$ cat src/rtl/uart_frame_rx.sv
// 8N1 UART receiver feeding the signal buffer: one data_rdy pulse per good byte,
// data_end when a frame fills up or when the line goes idle after a partial frame.
module uart_frame_rx #(
  parameter int CLKS_PER_BIT = 434,
  parameter int FRAME_LEN    = 256,
  parameter int IDLE_BITS    = 20
) (
  input  logic       clk,
  input  logic       rst,
  input  logic       rx,
  output logic [7:0] quant_byte,
  output logic       data_rdy,
  output logic       data_end,
  output logic       frame_err,
  output logic       busy
);

  localparam int TW         = $clog2(CLKS_PER_BIT);
  localparam int CW         = $clog2(FRAME_LEN + 1);
  localparam int IDLE_LIMIT = IDLE_BITS * CLKS_PER_BIT;
  localparam int IW         = $clog2(IDLE_LIMIT + 1);

  localparam logic [TW-1:0] T_HALF    = TW'(CLKS_PER_BIT / 2);
  localparam logic [TW-1:0] T_LAST    = TW'(CLKS_PER_BIT - 1);
  localparam logic [CW-1:0] CNT_LAST  = CW'(FRAME_LEN - 1);
  localparam logic [IW-1:0] IDLE_LAST = IW'(IDLE_LIMIT - 1);

  typedef enum logic [1:0] {S_IDLE, S_START, S_DATA, S_STOP} state_t;

  state_t        state_q, state_d;
  logic          sync1_q, rxs_q, rxs_prev_q;
  logic [TW-1:0] timer_q, timer_d;
  logic [2:0]    bit_idx_q, bit_idx_d;
  logic [7:0]    shift_q, shift_d;
  logic [CW-1:0] cnt_q, cnt_d;
  logic [IW-1:0] idle_q, idle_d;
  logic [7:0]    quant_q, quant_d;
  logic          rdy_q, rdy_d;
  logic          end_q, end_d;
  logic          err_q, err_d;
  logic          fall;

  assign fall = rxs_prev_q & ~rxs_q;

  // State and datapath registers; synchronizer and edge history idle high.
  always_ff @(posedge clk or posedge rst) begin
    if (rst) begin
      state_q    <= S_IDLE;
      sync1_q    <= 1'b1;
      rxs_q      <= 1'b1;
      rxs_prev_q <= 1'b1;
      timer_q    <= '0;
      bit_idx_q  <= '0;
      shift_q    <= '0;
      cnt_q      <= '0;
      idle_q     <= '0;
      quant_q    <= '0;
      rdy_q      <= 1'b0;
      end_q      <= 1'b0;
      err_q      <= 1'b0;
    end else begin
      state_q    <= state_d;
      sync1_q    <= rx;
      rxs_q      <= sync1_q;
      rxs_prev_q <= rxs_q;
      timer_q    <= timer_d;
      bit_idx_q  <= bit_idx_d;
      shift_q    <= shift_d;
      cnt_q      <= cnt_d;
      idle_q     <= idle_d;
      quant_q    <= quant_d;
      rdy_q      <= rdy_d;
      end_q      <= end_d;
      err_q      <= err_d;
    end
  end

  always_comb begin
    state_d   = state_q;
    timer_d   = timer_q;
    bit_idx_d = bit_idx_q;
    shift_d   = shift_q;
    cnt_d     = cnt_q;
    idle_d    = idle_q;
    quant_d   = quant_q;
    rdy_d     = 1'b0;
    end_d     = 1'b0;
    err_d     = 1'b0;
    case (state_q)
      S_IDLE: begin
        timer_d = '0;
        if (fall) begin
          state_d = S_START;
          idle_d  = '0;
        end else if (cnt_q != '0) begin
          // Partial frame left hanging: flush it once the line has been quiet long enough.
          if (idle_q == IDLE_LAST) begin
            end_d  = 1'b1;
            cnt_d  = '0;
            idle_d = '0;
          end else begin
            idle_d = idle_q + IW'(1);
          end
        end
      end
      S_START: begin
        if (timer_q == T_HALF) begin
          timer_d   = '0;
          bit_idx_d = '0;
          state_d   = rxs_q ? S_IDLE : S_DATA;
        end else begin
          timer_d = timer_q + TW'(1);
        end
      end
      S_DATA: begin
        if (timer_q == T_LAST) begin
          timer_d   = '0;
          shift_d   = {rxs_q, shift_q[7:1]};
          bit_idx_d = bit_idx_q + 3'd1;
          if (bit_idx_q == 3'd7) state_d = S_STOP;
        end else begin
          timer_d = timer_q + TW'(1);
        end
      end
      S_STOP: begin
        if (timer_q == T_LAST) begin
          timer_d = '0;
          state_d = S_IDLE;
          if (rxs_q) begin
            quant_d = shift_q;
            rdy_d   = 1'b1;
            if (cnt_q == CNT_LAST) begin
              cnt_d = '0;
              end_d = 1'b1;
            end else begin
              cnt_d = cnt_q + CW'(1);
            end
          end else begin
            err_d = 1'b1;
          end
        end else begin
          timer_d = timer_q + TW'(1);
        end
      end
      default: state_d = S_IDLE;
    endcase
  end

  always_comb begin
    busy       = (state_q != S_IDLE);
    quant_byte = quant_q;
    data_rdy   = rdy_q;
    data_end   = end_q;
    frame_err  = err_q;
  end

endmodule

$ cat config.mk
export PLATFORM = sky130hd
export DESIGN_NAME = uart_frame_rx
export DESIGN_NICKNAME = d
export VERILOG_FILES = /design/src/rtl/uart_frame_rx.sv
export SDC_FILE = /design/constraint.sdc
export NUM_CORES = 1
export LEC_CHECK = 0
export BUFFER_PORTS_ARGS = -buffer_cell sky130_fd_sc_hd__buf_2
export CORE_UTILIZATION = 44
export DETAILED_ROUTE_END_ITERATION = 7
export PLACE_DENSITY = 0.64
export SYNTH_ARGS = -nofsm -noshare
export SYNTH_HDL_FRONTEND = slang
export SYNTH_SLANG_ARGS = --single-unit
export TNS_END_PERCENT = 5
$ cat constraint.sdc
create_clock -name clk -period 3.1 [get_ports clk]
set_clock_uncertainty 0.15 [all_clocks]
set_input_delay 0.155 -clock clk [delete_from_list [all_inputs] [get_ports clk]]
set_output_delay 0.155 -clock clk [all_outputs]
set_load 0.02 [all_outputs]
==> results.ini <==
[sta]
fmax_mhz=386
setup_ws_ns=0.510
tightest_slew_ns=0.510
relSlewSlack_pct=66.0
rsz0062_at_grt=false
finalCritPeriodShare_pct=83.6
period_needed_ns=2.59
slew_viol_final=0
hold_viol_final=0
final.setup.tns_ns=0
finalSetupViolations=0

[cts]
h-tree-depth=3
cts_tree=built
cts_sinks=59
cts.path.max_buffers=2
cts_buffers=9
path_clk_slew_ns=0.07
post_cts_resized=0
root_buffer=clkbuf_8
clock_latency_ns=0.32

[layout]
nets=336
postLayoutCoreUtil_pct=52.0
final_common_cell=dfrtp_1
syn_to_final_growth_pct=13.2
drive_above_1_share_pct=17.4
final_cell_mix=dfrtp_1 (56), nand2_1 (46), o21ai_0 (24), nor2_1 (24), nand3_1 (16)
diodes=0

[placed_design]
port-buffer-count=14
place.gp.congestion=0.812
preCtsSetupSlack_ns=0.540
place_hpwl_um=4070

[floorplanning]
initial_utilization_pct=45.9
die_area_um2=7030
io_pins=15
die_w_um=83.9
num_rows=29
coreArea_um2=6420
die_h_um=83.9

[detailed_routing]
routed_via_density=5.63
drtPass1Iterations=4
ant_nets=0
drt_iter0_drc=81
drc=0
avgRoutedWirePerCell_um=14.2
drt-total-wl_um=5740
vias=2276

[global_route]
grt-ovfl-total=0
grt_start_max_net_pins=28
grtUsageTotal_pct=17.9
grt_pass1_vias=2154
antenna_found_initial=0
grt_first_pass_wirelength_um=10100

[logic_synthesis]
ys_async_sr_fraction_pct=100
yosys.area.top_type_share_pct=47.5
synth.distinct_cells=51
ys_ff_latch=59
synth_top_area_cell=dfrtp_1
ys.flop_type=dfrtp_1
ys_seq_area_share_pct=50.2
netlist_area_um2=2950
synthTopCellsByArea=dfrtp_1 (48%), nand2_1 (5.9%), ha_1 (4.7%)
syn_inst=296
synthesis.nets=310
yosys_warnings=0
syn_area_per_cell_um2=9.96
synth_edf_count=0

[setup_path]
end_kind=register
rr_worst_depth=7
cp_cell_sequence=inv_1 -> ha_1 -> or4b_2 -> o221ai_2 -> a2bb2oi_2 -> or3_4 -> o21ai_0
slowest_delay_ns=0.62
r2r_end=cnt_q[0]
reg2reg_slack_ns=0.51
crit_arrival_ns=2.64
crit_type=reg -> reg
crit_required_ns=3.15
setup.worst_path.start_class=register
cp_slowest_cell=or4b_2
cp_max_fo=9
r2r_start=cnt_q[0]

[power]
p_total_w=0.00190
static-leakage-power_nw=1.53
powerDensity_nw_per_um2=570
ir_drop_mv=0.388

[hold_path]
hp-class=in -> async

[run]
cap_violations=0

[status]
outcome=completed

-- final cells by class --
type                    count  area [um^2]
inverters                  12         45.0
well taps                  77         96.3
clock buffers              11          151
clock inverters             5         37.5
flip-flops and latches     59         1480
multi-input cells         219         1400
fillers                   577         3080
repair buffers             21          128
-- what timing repair did --
action,4_1_cts,5_1_grt
setup buffers,0,0
setup endpoints to repair,0,0
endpoints found under the hold margin,16,0
hold buffers,2,0
-- worst max-delay path by stage --
| stage | from | end | slack (ns) | cells past startpoint |
|---|---|---|---|---|
| finish | cnt_q[0] | cnt_q[0] | 0.51 | 7 |
| global route | idle_q[0] | cnt_q[5] | 0.38 | 6 |
| CTS | idle_q[0] | cnt_q[5] | 0.52 | 6 |
| detailed placement | idle_q[0] | cnt_q[5] | 0.54 | 6 |
| global placement | cnt_q[0] | cnt_q[0] | 0.60 | 7 |
| floorplan | idle_q[0] | cnt_q[5] | 0.69 | 6 |
-- kinds of logic (layout without fill, tap and decap cells) --
family                     Yosys count  in the layout  synth area share, %
AOI/OAI and AO/OA                   59             59                 14.2
xor gates and xnor gates             9              9                 2.67
adders and majority gates           11             11                 4.67
buffers and inverters               18             49                 2.33
DFF                                 59             59                 50.2
muxes                               12             12                 4.45
and+or+nand+nor                    128            128                 21.5
-- routing by layer --
layer	part of all wire [%]	global-route usage, %	up-vias	routed length [um]
met5	0	0	-	0
met4	0.57	4.86	0	33
met3	3.6	5.04	4	204
met2	47	28.5	41	2700
met1	49	24.1	1109	2800
li1	-	-	1122	-
-- cells in the mapped netlist, types with 5 or more instances --
| library cell | n |
|---|---|
| a22o_1 | 6 |
| nand2_1 | 46 |
| o21ai_0 | 24 |
| nand3_1 | 16 |
| clkbuf_1 | 5 |
| nand4_1 | 7 |
| dfrtp_1 | 56 |
| o31ai_1 | 10 |
| nor2_1 | 24 |
| ha_1 | 11 |
| xor2_1 | 8 |
| inv_1 | 11 |
| mux2_2 | 9 |
| nor3_1 | 12 |
-- stage by stage --
| step | cell area (um^2) | instances | hold WS (ns) |
|---|---|---|---|
| detailed placement | 3130 | 386 | -0.0102 |
| CTS | 3340 | 404 | 0.185 |
| global placement | 3130 | 386 | -0.0102 |
| floorplan | 2950 | 296 | 0.00948 |
| global route | 3340 | 404 | 0.213 |
| finish | 3340 | 404 | 0.182 |
-- state kept, by name, indices dropped and copies added (netlist names), 3 cells and up, named ones only --
name	count
timer_q	9
quant_byte	8
shift_q	8
idle_q	14
bit_idx_q	3
cnt_q	9
-- power breakdown --
part	internal (W)	switching [W]	leakage (nW)
Clock	0.000335	0.000307	0.0915
Sequential	0.000815	0.0000480	0.808
Combinational	0.000136	0.000261	0.634
-- worst max-delay path, delay by kind of cell (launching register included) --
family          cells  cell delay, ns
compound gates      3            0.82
fa+ha+maj           1            0.13
buf+inv             1            0.08
flops               1            0.43
simple gates        2            0.85
(Power assumes the default switching activity.)
